$ cat config.mk
export PLATFORM = sky130hd
export DESIGN_NAME = bitonic_stream_driver
export DESIGN_NICKNAME = d
export VERILOG_FILES = /design/src/rtl/bitonic_stream_driver.sv
export SDC_FILE = /design/constraint.sdc
export NUM_CORES = 1
export LEC_CHECK = 0
export ABC_CLOCK_PERIOD_IN_PS = 2300
export CORE_ASPECT_RATIO = 1.75
export CORE_MARGIN = 4
export CORE_UTILIZATION = 40
export CTS_CLUSTER_DIAMETER = 100
export DETAILED_ROUTE_END_ITERATION = 16
export GPL_ROUTABILITY_DRIVEN = 0
export MAX_ROUTING_LAYER = met4
export PLACE_DENSITY_LB_ADDON = 0.1
export SYNTH_ARGS = -nofsm -noshare
export SYNTH_HDL_FRONTEND = slang
export SYNTH_SLANG_ARGS = --single-unit
$ cat constraint.sdc
create_clock -name clk -period 2.3 [get_ports clk]
set_input_delay 0.46 -clock clk [delete_from_list [all_inputs] [get_ports clk]]
set_output_delay 0.46 -clock clk [all_outputs]
set_load 0.02 [all_outputs]
$ cat src/rtl/bitonic_stream_driver.sv
// Serial-to-block front end for one bitonic sort block: packs N elements, starts the
// sorter, waits for done (with optional timeout), then replays the sorted block serially.
module bitonic_stream_driver #(
    parameter int DATA_WIDTH     = 8,
    parameter int BLOCK_DEPTH    = 1,
    parameter int TIMEOUT_CYCLES = 64
) (
    input  logic                                     clk,
    input  logic                                     reset,
    input  logic [DATA_WIDTH-1:0]                    in_data,
    input  logic                                     in_valid,
    output logic                                     in_ready,
    output logic [(2**BLOCK_DEPTH)*DATA_WIDTH-1:0]   sort_data,
    output logic                                     sort_valid,
    input  logic                                     sort_done,
    input  logic [(2**BLOCK_DEPTH)*DATA_WIDTH-1:0]   sort_result,
    output logic [DATA_WIDTH-1:0]                    out_data,
    output logic                                     out_valid,
    input  logic                                     out_ready,
    output logic                                     out_last,
    output logic                                     busy,
    output logic                                     timeout_err
);

    localparam int N       = 2 ** BLOCK_DEPTH;
    localparam int T_WIDTH = N * DATA_WIDTH;
    localparam int IDX_W   = $clog2(N) + 1;
    localparam int WC_W    = (TIMEOUT_CYCLES > 1) ? $clog2(TIMEOUT_CYCLES) : 1;
    localparam bit TO_EN   = (TIMEOUT_CYCLES > 0);
    localparam logic [IDX_W-1:0] IDX_LAST = IDX_W'(N - 1);
    localparam logic [WC_W-1:0]  WC_LAST  = WC_W'((TIMEOUT_CYCLES > 0) ? TIMEOUT_CYCLES - 1 : 0);

    typedef enum logic [1:0] {
        FILL  = 2'd0,
        ISSUE = 2'd1,
        WAIT  = 2'd2,
        DRAIN = 2'd3
    } state_t;

    state_t                 state_r;
    logic [IDX_W-1:0]       idx_r;
    logic [WC_W-1:0]        wait_cnt_r;
    logic [T_WIDTH-1:0]     pack_r;
    logic [T_WIDTH-1:0]     result_r;
    logic                   in_ready_r;
    logic                   sort_valid_r;
    logic                   out_valid_r;
    logic                   out_last_r;
    logic [DATA_WIDTH-1:0]  out_data_r;
    logic                   busy_r;
    logic                   timeout_err_r;

    logic [IDX_W-1:0]       idx_inc_s;
    logic                   idx_last_s;
    logic                   next_last_s;
    logic [DATA_WIDTH-1:0]  next_elem_s;

    function automatic logic [DATA_WIDTH-1:0] pick_elem(input logic [T_WIDTH-1:0] vec,
                                                        input logic [IDX_W-1:0]   k);
        logic [DATA_WIDTH-1:0] e;
        e = '0;
        for (int i = 0; i < N; i++) begin
            e = (k == IDX_W'(i)) ? vec[i*DATA_WIDTH +: DATA_WIDTH] : e;
        end
        return e;
    endfunction

    // Index arithmetic and the element that follows the one currently presented.
    always_comb begin
        idx_inc_s   = idx_r + IDX_W'(1);
        idx_last_s  = (idx_r == IDX_LAST);
        next_last_s = (idx_inc_s == IDX_LAST);
        next_elem_s = pick_elem(result_r, idx_inc_s);
    end

    // Block-level FSM with all outputs registered alongside the state.
    always_ff @(posedge clk or posedge reset) begin
        if (reset) begin
            state_r       <= FILL;
            idx_r         <= '0;
            wait_cnt_r    <= '0;
            pack_r        <= '0;
            result_r      <= '0;
            in_ready_r    <= 1'b1;
            sort_valid_r  <= 1'b0;
            out_valid_r   <= 1'b0;
            out_last_r    <= 1'b0;
            out_data_r    <= '0;
            busy_r        <= 1'b0;
            timeout_err_r <= 1'b0;
        end else begin
            case (state_r)
                FILL: begin
                    if (in_valid) begin
                        for (int i = 0; i < N; i++) begin
                            if (idx_r == IDX_W'(i)) begin
                                pack_r[i*DATA_WIDTH +: DATA_WIDTH] <= in_data;
                            end
                        end
                        if (idx_last_s) begin
                            state_r      <= ISSUE;
                            idx_r        <= '0;
                            in_ready_r   <= 1'b0;
                            sort_valid_r <= 1'b1;
                            busy_r       <= 1'b1;
                        end else begin
                            idx_r <= idx_inc_s;
                        end
                    end
                end
                ISSUE: begin
                    state_r      <= WAIT;
                    idx_r        <= '0;
                    sort_valid_r <= 1'b0;
                    wait_cnt_r   <= '0;
                end
                WAIT: begin
                    // A done arriving on the expiry cycle still counts as success.
                    if (sort_done) begin
                        state_r     <= DRAIN;
                        idx_r       <= '0;
                        result_r    <= sort_result;
                        out_data_r  <= sort_result[DATA_WIDTH-1:0];
                        out_valid_r <= 1'b1;
                        out_last_r  <= (IDX_LAST == IDX_W'(0));
                    end else if (TO_EN && (wait_cnt_r == WC_LAST)) begin
                        state_r       <= FILL;
                        idx_r         <= '0;
                        timeout_err_r <= 1'b1;
                        in_ready_r    <= 1'b1;
                        busy_r        <= 1'b0;
                    end else begin
                        wait_cnt_r <= wait_cnt_r + WC_W'(1);
                    end
                end
                DRAIN: begin
                    if (out_ready) begin
                        if (idx_last_s) begin
                            state_r     <= FILL;
                            idx_r       <= '0;
                            out_valid_r <= 1'b0;
                            out_last_r  <= 1'b0;
                            out_data_r  <= '0;
                            in_ready_r  <= 1'b1;
                            busy_r      <= 1'b0;
                        end else begin
                            idx_r      <= idx_inc_s;
                            out_data_r <= next_elem_s;
                            out_last_r <= next_last_s;
                        end
                    end
                end
                default: begin
                    state_r      <= FILL;
                    idx_r        <= '0;
                    in_ready_r   <= 1'b1;
                    sort_valid_r <= 1'b0;
                    out_valid_r  <= 1'b0;
                    out_last_r   <= 1'b0;
                    busy_r       <= 1'b0;
                end
            endcase
        end
    end

    assign in_ready    = in_ready_r;
    assign sort_data   = pack_r;
    assign sort_valid  = sort_valid_r;
    assign out_data    = out_data_r;
    assign out_valid   = out_valid_r;
    assign out_last    = out_last_r;
    assign busy        = busy_r;
    assign timeout_err = timeout_err_r;

endmodule

==> impl_metrics.prom, run 1 <==
# TYPE chip_impl_metric gauge
chip_impl_metric{name="ctsLongestPathBuffers",unit=""} 2
chip_impl_metric{name="drt_wl_total",unit="mm"} 5.22
chip_impl_metric{name="ys_async_sr_fraction",unit=""} 1.00
chip_impl_info{name="min_path_type",value="reg -> reg"} 1
chip_impl_metric{name="synth-edff-count",unit=""} 0
chip_impl_metric{name="antenna_found_initial",unit=""} 0
chip_impl_metric{name="signal_arrival_time_at_the_worst_endpoint",unit="ns"} 2.07
chip_impl_metric{name="drv.max_cap_violation_count",unit=""} 0
chip_impl_metric{name="syn-mean-instance-area",unit="µm²"} 13.0
chip_impl_metric{name="worstPathRequired",unit="ns"} 2.47
chip_impl_metric{name="worst_skew_pair.late_latency",unit="ns"} 0.29
chip_impl_metric{name="num_antenna_cells",unit=""} 0
chip_impl_metric{name="synth_compound_gate_area_share",unit=""} 0.106
chip_impl_metric{name="net_count_final",unit=""} 298
chip_impl_info{name="synth_top_family_by_area",value="multiplexers"} 1
chip_impl_metric{name="floorplan.initialDensity",unit=""} 0.407
chip_impl_metric{name="setup-tns-final",unit="ns"} 0
chip_impl_metric{name="clock-skew-final",unit="ns"} 0.00305
chip_impl_metric{name="final.setup.worst_slack",unit="ns"} 0.406
chip_impl_metric{name="netlist_area_before_placement",unit="µm²"} 2640
chip_impl_metric{name="cp_max_fo",unit=""} 12
chip_impl_info{name="status",value="finished, final reports clean"} 1
chip_impl_metric{name="ys_types",unit=""} 47
chip_impl_metric{name="post-synth-top-area-fraction",unit=""} 0.521
chip_impl_metric{name="synth-adder-area-share",unit=""} 0.0284
chip_impl_metric{name="clock_buffers_created_by_tritoncts",unit=""} 5
chip_impl_metric{name="synth-xor-area-share",unit=""} 0.00331
chip_impl_metric{name="slew_headroom",unit=""} 0.597
chip_impl_metric{name="place_hpwl",unit="mm"} 3.82
chip_impl_metric{name="cts_setup_buffers",unit=""} 0
chip_impl_metric{name="layout-drive-gt1-share",unit=""} 0.216
chip_impl_metric{name="synth.yosys.seq_area_share",unit=""} 0.531
chip_impl_metric{name="fin_total_pwr",unit="µW"} 4780
chip_impl_metric{name="io_pins",unit=""} 59
chip_impl_metric{name="grt_max_degree",unit=""} 57
chip_impl_metric{name="clock_sink_count",unit=""} 56
chip_impl_metric{name="muxShareOfSynthArea",unit=""} 0.195
chip_impl_metric{name="die_area",unit="µm²"} 8030
chip_impl_info{name="cp-start-kind",value="flop"} 1
chip_impl_metric{name="total_leakage_power",unit="µW"} 0.00151
chip_impl_metric{name="vias_per_cell",unit=""} 5.18
chip_impl_info{name="worst-setup-path-type",value="reg -> reg"} 1
chip_impl_metric{name="pwr_density_cell",unit="nW/µm²"} 1370
chip_impl_info{name="tritoncts",value="yes"} 1
chip_impl_metric{name="timing.final.hold_violations",unit=""} 0
chip_impl_info{name="post-synth-top-area-cell",value="dfrtp_1"} 1
chip_impl_metric{name="cts_resized",unit=""} 0
chip_impl_metric{name="final.min_clock_period",unit="ns"} 1.89
chip_impl_metric{name="placementRows",unit=""} 39
chip_impl_metric{name="total_nets_after_synthesis",unit=""} 238
chip_impl_metric{name="post_synth_and_or_nand_nor_area_fraction",unit=""} 0.110
chip_impl_metric{name="initialDrtViolationCount",unit=""} 75
chip_impl_metric{name="vdd_ir_drop_max",unit="mV"} 0.668
chip_impl_metric{name="dieWidth",unit="µm"} 69.5
chip_impl_info{name="kind_of_end_point_of_the_critical_path",value="flop"} 1
chip_impl_metric{name="post-place-ws",unit="ns"} 0.235
chip_impl_metric{name="placement.io_buffers",unit=""} 58
chip_impl_metric{name="clk_pin_slew_worst_paths",unit="ns"} 0.07
chip_impl_metric{name="number_of_global_route_vias_before_repair",unit=""} 1876
chip_impl_metric{name="detail_route.drc_violations",unit=""} 0
chip_impl_metric{name="floorplan.die.height",unit="µm"} 116
chip_impl_metric{name="grt_pass1_wl",unit="mm"} 8.78
chip_impl_metric{name="post_cts_hold_buffer_count",unit=""} 0
chip_impl_info{name="grt_setup_unrepaired",value="no"} 1
chip_impl_info{name="synth_flop_cell",value="dfrtp_1"} 1
chip_impl_metric{name="num-fill-cells",unit=""} 582
chip_impl_metric{name="post_dp_cell_area",unit="µm²"} 3310
chip_impl_info{name="synth.cells.most_frequent",value="55 x dfrtp_1, 17 x mux2_4, 15 x nor2_1"} 1
chip_impl_info{name="synth_most_common_cell",value="dfrtp_1"} 1
chip_impl_metric{name="drtAntennaViolNets",unit=""} 0
chip_impl_metric{name="setup_viol",unit=""} 0
chip_impl_metric{name="layout-area-overhead-vs-synth",unit="%"} 31.7
chip_impl_metric{name="yosys_warnings",unit=""} 0
chip_impl_metric{name="grt_util_all_layers",unit=""} 0.140
chip_impl_metric{name="least_margin_pin_slew",unit="ns"} 0.603
chip_impl_metric{name="count_of_vias_placed_by_the_detailed_router",unit=""} 1794
chip_impl_info{name="cts_root_buf",value="clkbuf_16"} 1
chip_impl_metric{name="post-route-cell-area",unit="µm²"} 3480
chip_impl_metric{name="yosys_register_bits",unit=""} 56
chip_impl_metric{name="h-tree-depth",unit=""} 2
chip_impl_metric{name="fraction_of_the_cycle_the_final_worst_path_needs",unit=""} 0.824
chip_impl_metric{name="netlist_instances",unit=""} 203
chip_impl_metric{name="max_freq",unit="MHz"} 528
chip_impl_metric{name="drt_first_pass_iters",unit=""} 4
chip_impl_metric{name="grt_remaining_overflow",unit=""} 0
chip_impl_info{name="synth.top_cells.by_area",value="dfrtp_1 52%, mux2_4 9.7%, mux2_2 6.0%, mux2_1 3.8%, ha_1 2.8%"} 1
chip_impl_metric{name="design.core.area",unit="µm²"} 6490
chip_impl_metric{name="number_of_max_slew_violations_in_the_final_report",unit=""} 0
chip_impl_metric{name="routedWlPerCell",unit="µm"} 15.1
critical path, stage by stage, from the launching register on:
cell      delay, ns
dfrtp_1        0.42
inv_1          0.10
ha_1           0.32
o211ai_2       0.54
nor2_1         0.10
a221o_1        0.30
sequential cells by signal (all words and copies together) (netlist names):
register	cells
timeout_err	1
sort_data	16
out_valid	1
in_ready	1
busy	1
idx_r	2
result_r	16
wait_cnt_r	6
out_data	8
out_last	1
state_r	2
sort_valid	1
stage by stage:
stage,hold WS [ns],utilization,std cells
after global placement,0.454,0.510,338
after CTS,0.463,0.536,346
after global routing,0.494,0.536,346
final,0.459,0.536,346
after detailed placement,0.452,0.510,338
after floorplan,0.465,-,203
cell usage in the layout, fill, tap and decap left out, types with 2 or more instances in the layout:
master           Yosys  routed
nand3_4              2       2
mux2_2              14      14
a31oi_1              2       2
o21ai_1              2       2
nand2_1              4       4
ha_1                 6       6
nand3_1              4       4
a21oi_1             12      12
clkdlybuf4s50_1      0      58
nand2b_2             2       2
o21ai_0              7       7
dfrtp_1             55      55
mux2_4              17      17
nand2b_1             2       2
nor3_1               2       2
a22oi_1              8       8
clkbuf_16            0       5
mux2_1               9       9
inv_1                7       6
nor2_1              15      15
worst paths after layout:
check / start / endpoint / slack [ns] / cells after the start
worst max-delay path: state_r[0] / out_data[6] / 0.41 / 5
worst min-delay path: in_ready / in_ready / 0.46 / 2
worst max register to register: state_r[0] / out_data[6] / 0.41 / 5
worst min register to register: in_ready / in_ready / 0.46 / 2
max in group asynchronous: reset / in_ready / 1.46 / 3
min in group asynchronous: reset / result_r[3] / 0.53 / 3
cells by family (layout without fill, tap and decap cells):
family | count (synthesis) | count (layout)
simple gates | 45 | 45
compound gates | 41 | 41
flops | 56 | 56
fa+ha+maj | 6 | 6
xor+xnor | 1 | 1
mux | 40 | 40
buf+inv | 14 | 75
power by group:
part / switching, µW / internal [µW] / leakage (µW)
combinational: 1040 / 1200 / 0.000743
sequential: 247 / 1430 / 0.000687
clock: 347 / 518 / 0.0000804
area by class of cell:
class                           count  area [µm²]  area share
Clock buffer                        5         125      0.0359
Clock inverter                      3        46.3      0.0133
Timing Repair Buffer               60         608       0.175
Sequential cell                    56        1400       0.403
Multi-Input combinational cell    133        1170       0.336
Inverter                            7        26.3     0.00755
Tap cell                           82         103      0.0295
per-layer routing:
layer | GRT usage | vias to the layer above | wire [µm]
met5 | - | - | 0
met1 | 0.159 | 885 | 2140
met3 | 0.0252 | 14 | 183
li1 | - | 845 | -
met2 | 0.238 | 50 | 2740
met4 | 0.0678 | 0 | 155
Note: power is estimated with default switching activity, not from simulation.
==> run 2: changes to the inputs <==
--- a/config.mk
+++ b/config.mk
@@ -5,7 +5,7 @@
 export SDC_FILE = /design/constraint.sdc
 export NUM_CORES = 1
 export LEC_CHECK = 0
-export ABC_CLOCK_PERIOD_IN_PS = 2300
+export ABC_CLOCK_PERIOD_IN_PS = 1700
 export CORE_ASPECT_RATIO = 1.75
 export CORE_MARGIN = 4
 export CORE_UTILIZATION = 40
==> constraint.sdc (replaced) <==
create_clock -name clk -period 1.7 [get_ports clk]
set_input_delay 0.34 -clock clk [delete_from_list [all_inputs] [get_ports clk]]
set_output_delay 0.34 -clock clk [all_outputs]
set_load 0.02 [all_outputs]
==> run 2 against run 1 <==
  * Sequential power is 36% higher
  * Cell count up 3.8%
  * Hold slack lost 0.084 ns
  * Utilization grew 1.8 points
  * Sequential share of layout area fell by 1.3 points
  * Final area grew 3.4%
==> impl_metrics.prom, run 2 (same netlist as run 1, synthesis figures left out) <==
# TYPE chip_impl_metric gauge
chip_impl_metric{name="clock-skew-final",unit="ns"} 0.00431
chip_impl_metric{name="total_leakage_power",unit="µW"} 0.00157
chip_impl_metric{name="drv.max_cap_violation_count",unit=""} 0
chip_impl_metric{name="clock_sink_count",unit=""} 56
chip_impl_metric{name="die_area",unit="µm²"} 8030
chip_impl_metric{name="number_of_max_slew_violations_in_the_final_report",unit=""} 0
chip_impl_metric{name="clock_buffers_created_by_tritoncts",unit=""} 5
chip_impl_metric{name="routedWlPerCell",unit="µm"} 16.0
chip_impl_metric{name="floorplan.initialDensity",unit=""} 0.407
chip_impl_metric{name="worst_skew_pair.late_latency",unit="ns"} 0.30
chip_impl_metric{name="grt_util_all_layers",unit=""} 0.158
chip_impl_metric{name="worst-path-buf-inv",unit=""} 1
chip_impl_metric{name="post_layout_nonfiller_instances",unit=""} 359
chip_impl_metric{name="least_margin_pin_slew",unit="ns"} 0.379
chip_impl_info{name="cp-start-kind",value="flop"} 1
chip_impl_metric{name="clk_pin_slew_worst_paths",unit="ns"} 0.07
chip_impl_metric{name="final.min_clock_period",unit="ns"} 1.64
chip_impl_metric{name="detail_route.drc_violations",unit=""} 0
chip_impl_metric{name="layout-area-overhead-vs-synth",unit="%"} 36.2
chip_impl_info{name="status",value="finished, final reports clean"} 1
chip_impl_metric{name="grt_pass1_wl",unit="mm"} 9.52
chip_impl_metric{name="p_int",unit="µW"} 4280
chip_impl_metric{name="layout-drive-gt1-share",unit=""} 0.267
chip_impl_metric{name="floorplan.die.height",unit="µm"} 116
chip_impl_metric{name="setup_viol",unit=""} 0
chip_impl_metric{name="timing.final.hold_violations",unit=""} 0
chip_impl_metric{name="dieWidth",unit="µm"} 69.5
chip_impl_metric{name="grt_max_degree",unit=""} 25
chip_impl_metric{name="place_hpwl",unit="mm"} 4.35
chip_impl_metric{name="dpl.cell_count",unit=""} 351
chip_impl_metric{name="drt_first_pass_iters",unit=""} 4
chip_impl_info{name="layout_commonest_cell",value="clkdlybuf4s50_1"} 1
chip_impl_metric{name="final_core_utilization",unit=""} 0.555
chip_impl_metric{name="antenna_found_initial",unit=""} 0
chip_impl_metric{name="net_count_final",unit=""} 311
chip_impl_metric{name="number_of_global_route_vias_before_repair",unit=""} 1977
chip_impl_metric{name="slew_headroom",unit=""} 0.747
chip_impl_info{name="cp_cell_sequence",value="clkdlybuf4s50_1"} 1
chip_impl_metric{name="num_antenna_cells",unit=""} 0
chip_impl_metric{name="part_of_the_power_in_registers",unit=""} 0.346
chip_impl_metric{name="vias_per_cell",unit=""} 5.08
chip_impl_info{name="tritoncts",value="yes"} 1
chip_impl_info{name="final_cell_mix",value="57 x clkdlybuf4s50_1, 55 x dfrtp_1, 17 x mux2_4"} 1
chip_impl_metric{name="vdd_ir_drop_max",unit="mV"} 0.917
chip_impl_info{name="cpLargestDelayFamily",value="buffers and inverters"} 1
chip_impl_metric{name="drtAntennaViolNets",unit=""} 0
chip_impl_metric{name="comb_power_share",unit=""} 0.496
chip_impl_metric{name="io_pins",unit=""} 59
chip_impl_metric{name="grt_remaining_overflow",unit=""} 0
chip_impl_metric{name="fraction_of_the_cycle_the_final_worst_path_needs",unit=""} 0.965
chip_impl_metric{name="max_freq",unit="MHz"} 609
chip_impl_metric{name="drt_wl_total",unit="mm"} 5.74
chip_impl_info{name="cp_slowest_cell",value="clkdlybuf4s50_1"} 1
chip_impl_metric{name="whs",unit="ns"} 0.375
chip_impl_info{name="worst-setup-path-type",value="reg -> out"} 1
chip_impl_metric{name="cp_max_fo",unit=""} 2
chip_impl_metric{name="signal_arrival_time_at_the_worst_endpoint",unit="ns"} 1.30
chip_impl_metric{name="count_of_vias_placed_by_the_detailed_router",unit=""} 1825
chip_impl_metric{name="multiInputGateArea",unit="µm²"} 1190
chip_impl_metric{name="design.core.area",unit="µm²"} 6490
chip_impl_metric{name="fin_total_pwr",unit="µW"} 6590
chip_impl_metric{name="num-fill-cells",unit=""} 583
chip_impl_info{name="min_path_type",value="in -> async"} 1
chip_impl_metric{name="p_clk_frac",unit=""} 0.157
chip_impl_metric{name="initialDrtViolationCount",unit=""} 137
chip_impl_metric{name="cts_setup_buffers",unit=""} 0
chip_impl_metric{name="ctsLongestPathBuffers",unit=""} 2
chip_impl_metric{name="post_cts_hold_buffer_count",unit=""} 0
chip_impl_metric{name="worstPathRequired",unit="ns"} 1.36
chip_impl_info{name="kind_of_end_point_of_the_critical_path",value="primary output"} 1
chip_impl_metric{name="h-tree-depth",unit=""} 2
chip_impl_metric{name="placementRows",unit=""} 39
chip_impl_info{name="grt_setup_unrepaired",value="no"} 1
chip_impl_metric{name="slowest_delay",unit="ns"} 0.62
chip_impl_metric{name="netSwitchingPower",unit="µW"} 2310
chip_impl_metric{name="regArea",unit="µm²"} 1400
chip_impl_metric{name="placement.io_buffers",unit=""} 58
chip_impl_metric{name="proportion_of_total_power_due_to_net_switching",unit=""} 0.350
chip_impl_metric{name="pwr_density_cell",unit="nW/µm²"} 1830
chip_impl_info{name="cts_root_buf",value="clkbuf_16"} 1
[run 2: final cells by class]
class | instances | area share
Clock buffer | 5 | 0.0348
Clock inverter | 3 | 0.00626
Inverter | 7 | 0.00834
Multi-Input combinational cell | 133 | 0.330
Sequential cell | 56 | 0.390
Tap cell | 82 | 0.0285
Timing Repair Buffer | 73 | 0.203
[run 2: repair_timing]
item                                    CTS  global route
resized for setup                         2             4
endpoints found under the hold margin     0             0
endpoints found under the setup margin   27            18
[run 2: final timing paths]
| path | endpoint | depth (start not counted) | startpoint | slack, ns |
|---|---|---|---|---|
| max in group asynchronous | idx_r[1] | 3 | reset | 0.88 |
| setup reg to reg | state_r[1] | 5 | wait_cnt_r[0] | 0.11 |
| min in group clk | busy | 1 | busy | 0.48 |
| hold / removal | timeout_err | 2 | reset | 0.37 |
| setup / recovery | out_data[6] | 1 | out_data[6] | 0.06 |
| hold reg to reg | busy | 1 | busy | 0.48 |
[run 2: per-stage QoR]
stage / setup slack [ns] / instance area [µm²] / TNS [ns]
3_5_place_dp: -0.0766 / 3440 / -0.563
6_report: 0.0588 / 3600 / 0
4_1_cts: 0.0124 / 3580 / 0
3_3_place_gp: -0.0509 / 3440 / -0.383
2_1_floorplan: 0.0580 / 2650 / 0
5_1_grt: 0.0283 / 3600 / 0
[run 2: power by group through the flow]
stage               sequential (µW)  combinational [µW]  clock [µW]
floorplan                      2650                1640           0
global placement               2290                3240           0
detailed placement             2310                3290           0
CTS                            2290                3300        1070
global route                   2370                3550        1120
finish                         2280                3270        1040
[run 2: metal layers]
layer	share of wire	global-route usage	vias to the layer above
met2	0.56	0.289	32
met4	0.017	0.0600	0
met3	0.031	0.0373	6
met5	0	-	-
li1	-	-	868
met1	0.40	0.162	919
